==> config.mk <==
export PLATFORM = sky130hd
export DESIGN_NAME = instruction_fetch
export DESIGN_NICKNAME = d
export VERILOG_FILES = /design/src/rtl/instruction_fetch.sv
export SDC_FILE = /design/constraint.sdc
export NUM_CORES = 1
export LEC_CHECK = 0
export ABC_CLOCK_PERIOD_IN_PS = 2200
export CORE_ASPECT_RATIO = 2
export CORE_MARGIN = 3
export CORE_UTILIZATION = 44
export DETAILED_ROUTE_END_ITERATION = 6
export GPL_ROUTABILITY_DRIVEN = 0
export PLACE_DENSITY = 0.84
export SLEW_MARGIN = 25
export SYNTH_ARGS = -nofsm -noshare
export SYNTH_HDL_FRONTEND = slang
export SYNTH_SLANG_ARGS = --single-unit
==> constraint.sdc <==
create_clock -name clk -period 2.2 [get_ports clk]
set_input_delay 0.22 -clock clk [delete_from_list [all_inputs] [get_ports clk]]
set_output_delay 0.22 -clock clk [all_outputs]
set_load 0.03 [all_outputs]
==> src/rtl/instruction_fetch.sv <==
`default_nettype none
// ============================================================================
// Module      : instruction_fetch
// Description : Single-stage instruction fetch. Holds the PC, presents it to
//               a combinational instruction memory and registers the returned
//               word into the fetch/decode register. Supports decode stalls,
//               branch redirects (flush) and counts delivered instructions.
// Revision    : 1.0 - initial release
// ============================================================================
module instruction_fetch #(
    parameter logic [23:0] RESET_PC  = 24'h000000,
    parameter int          MEM_WORDS = 128,
    parameter logic [23:0] NOP       = 24'h000000
) (
    input  logic        clk,
    input  logic        rst_n,
    input  logic        stall,
    input  logic        branch_taken,
    input  logic [23:0] branch_target,
    input  logic [23:0] instr_in,
    output logic [23:0] pc_out,
    output logic [23:0] instr_out,
    output logic [23:0] pc_id,
    output logic [23:0] pc_id_plus4,
    output logic        valid_out,
    output logic [15:0] fetch_count
);

    // ------------------------------------------------------------------------
    // Constants
    // ------------------------------------------------------------------------
    // Byte size of the instruction memory, one bit wider than the PC so that
    // pc+4 can be compared against it without overflow.
    localparam logic [24:0] c_mem_bytes   = 25'(MEM_WORDS * 4);
    // Reset PC is forced word aligned so the PC can never be misaligned.
    localparam logic [23:0] c_reset_pc    = RESET_PC & 24'hFFFFFC;
    localparam logic [15:0] c_count_max   = 16'hFFFF;
    localparam bit          c_mem_is_pow2 = ((MEM_WORDS & (MEM_WORDS - 1)) == 0);

    // Fetch control states: RUN loads the PC and F/D register, HOLD freezes them.
    localparam logic [0:0]  c_st_run  = 1'b0;
    localparam logic [0:0]  c_st_hold = 1'b1;

    // ------------------------------------------------------------------------
    // Declarations
    // ------------------------------------------------------------------------
    logic [0:0]  r_state;
    logic [0:0]  w_state_next;

    logic        w_advance;      // sequential fetch: load PC+4 and new instruction
    logic        w_flush;        // redirect: load target PC and bubble the F/D register

    logic [23:0] r_pc;
    logic [23:0] r_instr;
    logic [23:0] r_pc_id;
    logic        r_valid;
    logic [15:0] r_fetch_count;

    logic [24:0] w_pc_plus4_wide;
    logic [23:0] w_pc_seq;
    logic [23:0] w_target_aligned;
    logic [23:0] w_target_wrapped;
    logic [23:0] w_pc_next;

    // ------------------------------------------------------------------------
    // Fetch control FSM
    // ------------------------------------------------------------------------

    // State register
    always_ff @(posedge clk or negedge rst_n) begin
        if (!rst_n) begin
            r_state <= c_st_run;
        end else begin
            r_state <= w_state_next;
        end
    end

    // Next state: a branch always forces RUN (flush beats stall); otherwise stall selects HOLD
    always_comb begin
        w_state_next = r_state;
        case (r_state)
            c_st_run: begin
                if (stall && !branch_taken) begin
                    w_state_next = c_st_hold;
                end else begin
                    w_state_next = c_st_run;
                end
            end
            c_st_hold: begin
                if (!stall || branch_taken) begin
                    w_state_next = c_st_run;
                end else begin
                    w_state_next = c_st_hold;
                end
            end
            default: begin
                w_state_next = c_st_run;
            end
        endcase
    end

    // Output decode: the state entered on this edge selects the datapath action
    always_comb begin
        w_advance = 1'b0;
        w_flush   = 1'b0;
        case (w_state_next)
            c_st_run: begin
                w_flush   = branch_taken;
                w_advance = !branch_taken;
            end
            c_st_hold: begin
                w_flush   = 1'b0;
                w_advance = 1'b0;
            end
            default: begin
                w_flush   = 1'b0;
                w_advance = 1'b0;
            end
        endcase
    end

    // ------------------------------------------------------------------------
    // Next-PC computation
    // ------------------------------------------------------------------------

    // Sequential PC with wrap to zero at the top of instruction memory
    always_comb begin
        w_pc_plus4_wide = {1'b0, r_pc} + 25'd4;
        if (w_pc_plus4_wide >= c_mem_bytes) begin
            w_pc_seq = 24'h000000;
        end else begin
            w_pc_seq = w_pc_plus4_wide[23:0];
        end
    end

    // Branch targets are word aligned by dropping the low two bits
    assign w_target_aligned = {branch_target[23:2], 2'b00};

    // Reduce the target modulo the memory size; a mask suffices for powers of two
    generate
        if (c_mem_is_pow2) begin : g_target_mask
            localparam logic [23:0] c_addr_mask = 24'(MEM_WORDS * 4 - 1);
            assign w_target_wrapped = w_target_aligned & c_addr_mask;
        end else begin : g_target_mod
            logic [24:0] w_target_mod;
            // Memory size is a multiple of 4, so the remainder stays word aligned
            assign w_target_mod     = {1'b0, w_target_aligned} % c_mem_bytes;
            assign w_target_wrapped = w_target_mod[23:0];
        end
    endgenerate

    // Redirect has priority over sequential fetch
    always_comb begin
        w_pc_next = r_pc;
        if (w_flush) begin
            w_pc_next = w_target_wrapped;
        end else if (w_advance) begin
            w_pc_next = w_pc_seq;
        end
    end

    // ------------------------------------------------------------------------
    // Datapath registers
    // ------------------------------------------------------------------------

    // Program counter; any reset mid-operation discards the pending update
    always_ff @(posedge clk or negedge rst_n) begin
        if (!rst_n) begin
            r_pc <= c_reset_pc;
        end else begin
            r_pc <= w_pc_next;
        end
    end

    // Fetch/decode register: capture memory data on advance, bubble on flush
    always_ff @(posedge clk or negedge rst_n) begin
        if (!rst_n) begin
            r_instr <= NOP;
            r_pc_id <= 24'h000000;
            r_valid <= 1'b0;
        end else if (w_flush) begin
            r_instr <= NOP;
            r_pc_id <= 24'h000000;
            r_valid <= 1'b0;
        end else if (w_advance) begin
            r_instr <= instr_in;
            r_pc_id <= r_pc;
            r_valid <= 1'b1;
        end
    end

    // Delivered-instruction counter, saturating so it never wraps back to zero
    always_ff @(posedge clk or negedge rst_n) begin
        if (!rst_n) begin
            r_fetch_count <= 16'h0000;
        end else if (w_advance && (r_fetch_count != c_count_max)) begin
            r_fetch_count <= r_fetch_count + 16'd1;
        end
    end

    // ------------------------------------------------------------------------
    // Outputs
    // ------------------------------------------------------------------------
    // pc_out comes straight from the register so memory address timing is clean
    assign pc_out      = r_pc;
    assign instr_out   = r_instr;
    assign pc_id       = r_pc_id;
    assign pc_id_plus4 = r_pc_id + 24'd4;
    assign valid_out   = r_valid;
    assign fetch_count = r_fetch_count;

endmodule
`default_nettype wire

[Yosys cells after proc, flatten, opt, wreduce, memory -nomap -nowiden]
Index checks and enable logic that the tools add are counted.
Word-level totals
  bits in registers: 90
  bits of input ports: 52
  output and inout bits: 113
Operators by class
  $add $sub $neg: 3
  order comparisons: 1
  eq/ne operators: 1
  multiplexer cells: 14
  bitwise operators: 2
  reduce and logical (&&, ||, !) cells: 6
Operators with widths (count)
  $mux 24: 7
  $add 24x3->25 const B: 1
  $ge 25x10->1 const B: 1
  $add 24x3->24 const B: 1
  $add 16x1->16 const B: 1
  $ne 16x16->1 const B: 1
  $pmux 1 s2: 3
  $mux 1: 4
  $logic_and 1x1->1: 2
  $logic_not 1->1: 2
  $not 1->1: 2
  $reduce_bool 2->1: 1
  $logic_or 1x1->1: 1

[Logic depth before layout (Yosys ltp)]
Gate-level depths: netlist (run 1).
  depth after elaboration: 8
  depth in mapped cells: 7
  depth with buffers taken out: 7

[Worst setup path before layout (run 1)]
No wires, ideal clock.
  path type: register to register
  from: reg r_pc[2], in the netlist pc_out[2]
  to: reg r_pc[4], in the netlist pc_out[4]
  arrival: 2.110 ns
  data required time: 2.123 ns
  slack: 0.012 ns
  stages on the path, launching flop included: 8
  buffers on the path: 0
  cell sequence: dfrtp_1 -> ha_1 -> nand4_4 -> nor4_1 -> xor2_1 -> a2111oi_2 -> nand4_2 -> o21ai_1
Between the ends
  cells in the longest elaborated chain, start to end: 5
RTL lines
  from (decl): RTL line 53  | logic [23:0] r_pc;
  from (signal assigned): RTL line 169  | r_pc <= c_reset_pc;
  from (signal assigned): RTL line 171  | r_pc <= w_pc_next;
  $add 24x3->25 *: RTL line 128  | w_pc_plus4_wide = {1'b0, r_pc} + 25'd4;
  $ge 25x10->1: RTL line 129  | if (w_pc_plus4_wide >= c_mem_bytes) begin
  $mux 24 *: RTL line 129
  $mux 24 *: RTL line 157  | end else if (w_advance) begin
  $mux 24 *: RTL line 155  | if (w_flush) begin
Mark *: on every way between the ends. The rest lies on a longest branch, timed or not. The select of a mux whose other input is x is not followed.
A chain may end at the register's enable or synchronous reset.

[Worst setup path after layout (run 1)]
  from: reg r_pc_id[7], in the netlist pc_id[7]
  to: out pc_id_plus4[21]
Between the ends
  cells in the longest elaborated chain, start to end: 1
RTL lines
  from (decl): RTL line 55  | logic [23:0] r_pc_id;
  from (signal assigned): RTL line 187  | r_pc_id <= r_pc;
  $add 24x3->24: RTL line 208  | assign pc_id_plus4 = r_pc_id + 24'd4;
  to (decl): RTL line 24  | output logic [23:0] pc_id_plus4,
No other way between the ends.

==> results of run 1 <==
registers in the layout, indices dropped and copies added (netlist names):
register / cells
instr_out: 24
pc_id: 23
pc_out: 22
fetch_count: 16
valid_out: 1
power by group through the flow:
stage / Sequential [mW] / Combinational [mW] / Clock, mW
after global routing: 1.81 / 0.972 / 1.71
after detailed placement: 1.81 / 0.890 / 0
after CTS: 1.79 / 0.898 / 1.63
after floorplan: 2.01 / 0.262 / 0
final: 1.79 / 0.913 / 1.61
after global placement: 1.81 / 0.868 / 0
cells in the final DEF, fill, tap and decap left out, types with 3 or more instances in the layout:
master,Yosys,routed
mux2i_1,46,46
dfrtp_2,0,5
clkdlybuf4s50_1,0,123
buf_4,5,52
nor3_1,6,6
o21ai_1,8,7
a21oi_1,8,8
xnor2_1,26,25
clkbuf_16,0,9
and4_1,5,4
nor2_2,0,3
nand3_1,21,20
dfrtp_1,86,81
and3_1,12,12
dlymetal6s2s_1,0,3
and2_1,19,19
nand4_1,9,9
a22oi_1,6,6
inv_1,7,7
xor2_1,13,13
dlygate4sd2_1,0,5
nand2_1,18,17
nor2_1,61,57
metrics by stage:
stage          utilization  total power, mW  hold slack [ps]  instance area, µm²  instances
5_1_grt              0.687             4.48              400                6490        723
2_1_floorplan            -             2.27            -75.6                4320        415
6_report             0.687             4.32              373                6490        723
3_5_place_dp         0.634             2.70              195                5990        695
3_3_place_gp         0.634             2.68              193                5990        695
4_1_cts              0.672             4.32              362                6350        715
cell families (layout without fill, tap and decap cells):
logic type | count (synthesis) | count (layout) | synth area share
AOI/OAI and AO/OA | 38 | 38 | 0.0618
xor gates and xnor gates | 39 | 39 | 0.0792
adders and majority gates | 3 | 3 | 0.00870
buffers and inverters | 32 | 210 | 0.0392
DFF | 86 | 86 | 0.499
muxes | 47 | 47 | 0.109
other | 1 | 2 | 0.000869
and+or+nand+nor | 168 | 168 | 0.202
worst max-delay path by stage:
stage,from,to,slack [ps]
global route,pc_id[7],pc_id_plus4[21],-90
CTS,pc_id[7],pc_id_plus4[21],-10
detailed placement,pc_out[2],pc_out[2],30
global placement,pc_out[2],pc_out[3],150
floorplan,pc_out[2],pc_out[4],10
finish,pc_id[7],pc_id_plus4[21],-8
tightest hold or removal path, delay by kind of cell:
kind	cells	cell delay (ps)
simple gates	1	120
buf+inv	2	330
layout make-up:
cell class,count,share of cell area
Tap cell,130,0.0251
Inverter,7,0.00405
Clock inverter,5,0.0129
Multi-Input combinational cell,297,0.321
Timing Repair Buffer,187,0.269
Sequential cell,86,0.332
Clock buffer,11,0.0359
layer usage:
metal / up-vias / share of wire / GRT usage
li1: 1781 / - / -
met1: 1894 / 0.35 / 0.227
met2: 121 / 0.58 / 0.417
met3: 34 / 0.045 / 0.0469
met4: 0 / 0.029 / 0.101
met5: - / 0 / 0
what timing repair did:
| item | in CTS | in global routing |
|---|---|---|
| gates cloned | 0 | 0 |
| hold buffers | 1 | 0 |
| pin swaps | 4 | 9 |
| resized for setup | 10 | 21 |
| endpoints found under the setup margin | 11 | 17 |
| buffers inserted | 3 | 8 |
| endpoints found under the hold margin | 34 | 0 |
==> results.json, run 1 <==
{
  "power_frac_clock": 0.374,
  "drc": 0,
  "clk_latency_ps": 340,
  "synth_area_leaders": "dfrtp_1 50%, mux2i_1 11%, nor2_1 5.3%, xnor2_1 5.3%, and2_1 2.8%",
  "grt_max_degree": 53,
  "crit_cells": 7,
  "io_pins": 165,
  "synth_edf_count": 0,
  "antenna_cells": 0,
  "synth_top_area_share": 0.499,
  "layout_min_cycle_time_ps": 2210,
  "first_pass_iters": 4,
  "synth_area_leader_cell": "dfrtp_1",
  "row_count": 50,
  "worst_ep_required_time_ps": 1980,
  "cts_tree": "yes",
  "fin_setup_tns_ps": -8.04,
  "yosysMostFrequentCell": "dfrtp_1",
  "swShare": 0.285,
  "reg2reg_depth": 7,
  "io_buffers": 145,
  "crit_chain": "and4_4, nand4_1, nor2_2, nand2_2, nor2_2, xor2_1, buf_4",
  "critical_path_buf_inv_count": 1,
  "worstHoldPathCells": 3,
  "cp_top_family": "simple AND/OR/NAND/NOR gates",
  "cp_max_fo": 3,
  "crit_path_end_kind": "primary output",
  "cts.sink_count": 86,
  "fp.dieArea_mm2": 0.0111,
  "drive_above_1_share": 0.160,
  "max_freq_mhz": 453,
  "run_status": "finished, violations left",
  "finalClockSkew_ps": 5.55,
  "ff_latch_area_mm2": 0.00216,
  "root_buffer": "clkbuf_16",
  "grt_pass1_wl_um": 19700,
  "yosys-top-cells-count": "86 x dfrtp_1, 61 x nor2_1, 46 x mux2i_1",
  "max_stage_delay_ps": 370,
  "finalNetCount": 643,
  "worstHoldStart": "branch_taken",
  "die_w_um": 76.0,
  "ant_nets": 0,
  "tightest_slew_ps": 884,
  "synthCells": 414,
  "rsz0062_at_grt": "yes",
  "violations": "negative setup slack",
  "n_fill_cell": 692,
  "cpMaxStageDelayCell": "dfrtp_1",
  "grtUsageTotal": 0.220,
  "ys_ff_latch": 86,
  "area_growth_pct": 50.5,
  "finalHoldViolations": 0,
  "rrSetupSlack_ps": 190,
  "pwr-share-seq": 0.415,
  "wl_um": 12400,
  "startpoint_type": "flop",
  "cts_max_path_buffers": 2,
  "p_comb_frac": 0.211,
  "crit_top_cell": "nor2_2",
  "core_area_mm2": 0.00945,
  "r2r_start": "pc_out[8]",
  "hold_class": "input pin to flop",
  "setup_viol": 1,
  "post-place-ws_ps": 28.3,
  "drt_iter0_drc": 281,
  "period_share": 1.00,
  "powerDensity_mw_per_mm2": 665,
  "synth_ff_type": "dfrtp_1",
  "crit_type": "flop to primary output",
  "arrival_ps": 1990,
  "worst_slack_ps": -8.04,
  "num_vias": 3830,
  "cts.htree.levels": 3,
  "yosys_warnings": 0,
  "antenna_found_initial": 0,
  "fp.dieH_um": 146,
  "p_leak_nw": 3.00,
  "switching_power_mw": 1.23,
  "syn_area_mm2": 0.00431,
  "syn_area_per_cell_um2": 10.4,
  "multi_input_area_mm2": 0.00208,
  "seq_area_frac_synth": 0.499,
  "synth.distinct_cells": 48,
  "intPower_mw": 3.09,
  "maxSlewViolCount": 0,
  "drt-wirelength-per-cell_um": 17.1,
  "cts_buffers": 9,
  "irDropWorstVdd_mv": 0.683,
  "post-dp-hpwl_um": 9000,
  "grt_overflow": 0,
  "start_util": 0.457,
  "clk_pin_slew_ps": 60,
  "relSlewSlack": 0.410,
  "hold_end": "instr_out[5]",
  "maxCapViolations": 0,
  "grt_pass1_vias": 3993,
  "vias_per_cell": 5.30,
  "reg2reg_to": "pc_out[7]",
  "synthArstFlopShare": 1.00
}
(Power assumes the default switching activity.)
==> run 2: changes to the inputs <==
PLACE_DENSITY = 0.86   (was 0.84)
==> run 2 against run 1 <==
The run now ends clean. Via count fell by 0.16%. Worst setup slack improved by 54 ps. First-iteration DRC count rose by 2.1%. Cell count did not move. Sequential share of layout area fell by 0.076 points. Combinational power fell by 2.8%. Critical path depth did not move. Flip-flop and latch count did not move. Fmax rose by 2.5%. Clock-buffer cell count fell by 1. Cell area rose by 0.40%. Largest cell class unchanged.
==> results.json, run 2 (synthesis gave the netlist of run 1 again) <==
{
  "arrival_ps": 1930,
  "powerDensity_mw_per_mm2": 676,
  "core_area_mm2": 0.00945,
  "post-place-ws_ps": 84.2,
  "drt-wirelength-per-cell_um": 17.3,
  "met1_usage": 0.216,
  "first_pass_iters": 6,
  "tightest_slew_ps": 847,
  "largest_register_ffs": 24,
  "fp.dieArea_mm2": 0.0111,
  "cpMaxStageDelayCell": "dfrtp_2",
  "maxCapViolations": 0,
  "grtUsageTotal": 0.219,
  "post-route-util": 0.690,
  "final_cell_mix": "123 x clkdlybuf4s50_1, 78 x dfrtp_1, 56 x nor2_1, 52 x buf_4, 46 x mux2i_1",
  "met2_usage": 0.424,
  "rsz0062_at_grt": "yes",
  "run_status": "complete, no violations",
  "reg2reg_depth": 7,
  "crit_top_cell": "buf_4",
  "worst_slack_ps": 45.6,
  "worst_ep_required_time_ps": 1980,
  "ant_nets": 0,
  "max_freq_mhz": 464,
  "antenna_cells": 0,
  "placed_area_mm2": 0.00596,
  "maxSlewViolCount": 0,
  "start_util": 0.457,
  "grt_overflow": 0,
  "area_growth_pct": 51.1,
  "period_share": 0.979,
  "finalNetCount": 643,
  "crit_path_end_kind": "primary output",
  "io_pins": 165,
  "final_area_mm2": 0.00652,
  "irDropWorstVdd_mv": 0.863,
  "io_buffers": 145,
  "num_vias": 3824,
  "wl_um": 12500,
  "max_stage_delay_ps": 390,
  "crit_type": "flop to primary output",
  "die_w_um": 76.0,
  "root_buffer": "clkbuf_16",
  "fp.dieH_um": 146,
  "antenna_found_initial": 0,
  "cts.sink_count": 86,
  "startpoint_type": "flop",
  "rrSetupSlack_ps": 100,
  "worstHoldStart": "branch_taken",
  "r2r_start": "pc_out[4]",
  "grt_max_degree": 60,
  "vias_per_cell": 5.29,
  "grt_busiest_layer": "met2",
  "finalHoldViolations": 0,
  "layout_min_cycle_time_ps": 2150,
  "crit_chain": "and3_4, nand4_1, buf_4, nor2_4, and4_1, xor2_1, buf_4",
  "grt_pass1_vias": 3856,
  "drive_above_1_share": 0.175,
  "final_common_cell": "clkdlybuf4s50_1",
  "p_total_mw": 4.40,
  "cp_max_fo": 4,
  "post-dp-hpwl_um": 8710,
  "cts.htree.levels": 3,
  "p_leak_nw": 2.98,
  "setup_viol": 0,
  "holdWs_ps": 389,
  "worstHoldPathCells": 5,
  "cts_tree": "yes",
  "clk_pin_slew_ps": 60,
  "hold_class": "input pin to flop",
  "finalClockSkew_ps": 5.95,
  "crit_start": "pc_id[9]",
  "reg2reg_to": "pc_out[8]",
  "relSlewSlack": 0.435,
  "clk_latency_ps": 330,
  "grtUsageMet3": 0.0500,
  "grt_pass1_wl_um": 19500,
  "cts_max_path_buffers": 2,
  "cts_buffers": 9,
  "drc": 0,
  "row_count": 50,
  "hold_end": "fetch_count[12]",
  "drt_iter0_drc": 287
}
[run 2: changes by cell type in the layout (fill, tap and decap cells not counted), moves of 2 or more]
cell,previous run,this run
dfrtp_2,5,8
dlygate4sd2_1,5,7
o21ai_1,7,5
o21ai_2,1,3
dfrtp_1,81,78
dlymetal6s2s_1,3,1
[run 2: worst max path at each step]
stage,end,slack (ps),depth (start not counted)
after global placement,pc_out[2],120,7
after detailed placement,pc_out[8],80,7
after global routing,pc_id_plus4[21],-60,8
final,pc_id_plus4[23],50,7
after floorplan,pc_out[4],10,7
after CTS,pc_id_plus4[21],-4,7
[run 2: report_power, final]
| part | internal (mW) | switching [mW] |
|---|---|---|
| clock | 1.11 | 0.613 |
| sequential | 1.68 | 0.114 |
| combinational | 0.394 | 0.493 |
[run 2: timing repair]
action	4_1_cts	5_1_grt
buffers inserted	1	13
endpoints found under the hold margin	40	0
gates cloned	0	0
hold buffers	1	0
setup endpoints to repair	16	15
pin swaps	3	7
gates resized for setup	14	24
[run 2: area by class of cell]
type                            count  area, µm²
Fill cell                         680       2930
Sequential cell                    86       2160
Multi-Input combinational cell    297       2090
Timing Repair Buffer              187       1740
Clock buffer                       10        229
Tap cell                          130        163
Clock inverter                      6        110
Inverter                            7       26.3
[run 2: critical path: cells and delay by family (launching register included)]
kind / cells / cell delay, ps
XOR/XNOR: 1 / 150
buffers and inverters: 2 / 350
flip-flops: 1 / 390
AND/OR/NAND/NOR: 4 / 710
[run 2: metrics by stage]
step | cells | setup TNS, ps
floorplan | 415 | 0
global placement | 692 | 0
detailed placement | 692 | 0
CTS | 710 | -4.45
global route | 723 | -128
finish | 723 | 0
[run 2: metal layers]
layer	share of wire	vias to the layer above
li1	-	1771
met1	0.35	1874
met2	0.57	148
met3	0.050	31
met4	0.033	0
met5	0	-
==> run 3: changes to the inputs <==
==> constraint.sdc (replaced) <==
create_clock -name clk -period 2.2 [get_ports clk]
set_input_delay 0.22 -clock clk [delete_from_list [all_inputs] [get_ports clk]]
set_output_delay 0.22 -clock clk [all_outputs]
set_load 0.005 [all_outputs]
==> run 3 against run 2 <==
Non-clock buffer count up 8. Clock skew fell by 1.7 ps. First-iteration DRC count up 5.6%. Die area stayed put. Power is 7.3% lower. Combinational power decreased by 23%. Critical endpoint is now pc_id_plus4[22]. Highest routed layer unchanged.
==> results.json, run 3 (synthesis gave the netlist of run 1 again) <==
{
  "run_status": "complete, no violations",
  "cts.sink_count": 86,
  "crit_path_end_kind": "primary output",
  "final_area_mm2": 0.00654,
  "cts_buffers": 9,
  "cp_max_fo": 4,
  "wl_um": 12400,
  "num_vias": 3827,
  "instances_no_fill": 729,
  "placed_area_mm2": 0.00607,
  "maxSlewViolCount": 0,
  "max_freq_mhz": 464,
  "io_pins": 165,
  "drive_above_1_share": 0.165,
  "switching_power_mw": 0.984,
  "row_count": 50,
  "dp.cells": 702,
  "cts_tree": "yes",
  "grt_max_degree": 60,
  "first_pass_iters": 4,
  "antenna_found_initial": 0,
  "grt_pass1_wl_um": 19900,
  "drt_iter0_drc": 303,
  "arrival_ps": 1930,
  "ant_nets": 0,
  "powerDensity_mw_per_mm2": 624,
  "vias_per_cell": 5.25,
  "p_comb_frac": 0.168,
  "finalHoldViolations": 0,
  "rrSetupSlack_ps": 120,
  "fp.dieH_um": 146,
  "tightest_slew_ps": 829,
  "maxCapViolations": 0,
  "largest_register_ffs": 24,
  "relSlewSlack": 0.447,
  "drc": 0,
  "cts_max_path_buffers": 2,
  "crit_type": "flop to primary output",
  "fp.dieArea_mm2": 0.0111,
  "swShare": 0.241,
  "setup_viol": 0,
  "io_buffers": 145,
  "reg2reg_depth": 8,
  "intPower_mw": 3.10,
  "post-route-util": 0.693,
  "core_area_mm2": 0.00945,
  "fin_setup_tns_ps": 0,
  "finalNetCount": 651,
  "grtUsageTotal": 0.224,
  "power_frac_clock": 0.392,
  "startpoint_type": "flop",
  "hold_class": "input pin to asynchronous set/reset pin",
  "pwr-share-seq": 0.440,
  "p_leak_nw": 3.01,
  "grt_pass1_vias": 4050,
  "holdWs_ps": 383,
  "irDropWorstVdd_mv": 0.552,
  "antenna_cells": 0,
  "cts.htree.levels": 3,
  "area_growth_pct": 51.7,
  "grt_overflow": 0,
  "worst_ep_required_time_ps": 1980,
  "clk_pin_slew_ps": 60,
  "post-dp-hpwl_um": 8850,
  "die_w_um": 76.0,
  "layout_min_cycle_time_ps": 2150,
  "drt-wirelength-per-cell_um": 17.0,
  "final_cell_mix": "127 x clkdlybuf4s50_1, 82 x dfrtp_1, 55 x nor2_1, 49 x buf_4, 46 x mux2i_1",
  "final_common_cell": "clkdlybuf4s50_1",
  "clk_latency_ps": 340,
  "n_fill_cell": 661,
  "start_util": 0.457,
  "period_share": 0.979,
  "root_buffer": "clkbuf_16",
  "finalClockSkew_ps": 4.25
}
-- run 3: cell types whose count changed in the layout (fill, tap and decap cells not counted), sizes merged, moves of 2 or more --
cell,change
buf,-2
clkbuf,+4
clkdlybuf4s50,+4
dlygate4sd2,+3
-- run 3: stage by stage --
| stage | setup WS (ps) | total power [mW] |
|---|---|---|
| global route | -12.9 | 4.23 |
| floorplan | 212 | 2.05 |
| detailed placement | 8.28 | 2.48 |
| finish | 46.7 | 4.08 |
| CTS | 4.23 | 4.09 |
| global placement | 32.6 | 2.46 |
-- run 3: worst max-delay path, cell delays in order (launching register included) --
cell and delay (ps):
dfrtp_1 360, and4_1 230, buf_4 130, nand3_2 110
nor2_2 130, buf_4 150, nand3_1 90, xnor2_1 130
dlygate4sd2_1 260
-- run 3: worst paths after layout --
kind	startpoint	end
max	pc_id[4]	pc_id_plus4[22]
min	rst_n	instr_out[13]
max reg2reg	pc_out[7]	pc_out[5]
min reg2reg	fetch_count[10]	fetch_count[10]
max in group asynchronous	rst_n	instr_out[2]
min in group clk	branch_taken	fetch_count[12]
-- run 3: per-layer routing --
| metal | global-route usage | up-vias | part of all wire |
|---|---|---|---|
| met2 | 0.435 | 125 | 0.58 |
| met4 | 0.108 | 0 | 0.031 |
| met5 | 0 | - | 0 |
| met1 | 0.220 | 1885 | 0.34 |
| met3 | 0.0457 | 28 | 0.042 |
| li1 | - | 1789 | - |
-- run 3: power by group through the flow --
stage	clock network, mW	registers, mW	logic (mW)
2_1_floorplan	0	1.82	0.237
3_3_place_gp	0	1.81	0.649
3_5_place_dp	0	1.82	0.665
4_1_cts	1.62	1.79	0.679
5_1_grt	1.68	1.81	0.744
6_report	1.60	1.80	0.685
-- run 3: cell type report --
| type | count | area (µm²) | area share |
|---|---|---|---|
| sequential | 86 | 2160 | 0.330 |
| multi-input combinational | 297 | 2090 | 0.320 |
| timing repair buffer | 195 | 1790 | 0.274 |
| clock buffer | 10 | 239 | 0.0365 |
| tap | 130 | 163 | 0.0249 |
| clock inverter | 4 | 72.6 | 0.0111 |
| inverter | 7 | 26.3 | 0.00402 |
-- run 3: what timing repair did --
item,CTS,global route
pin swaps,6,8
setup buffers,6,6
endpoints found under the setup margin,21,14
hold buffers,1,0
hold endpoints to repair,35,0
resized for setup,31,20
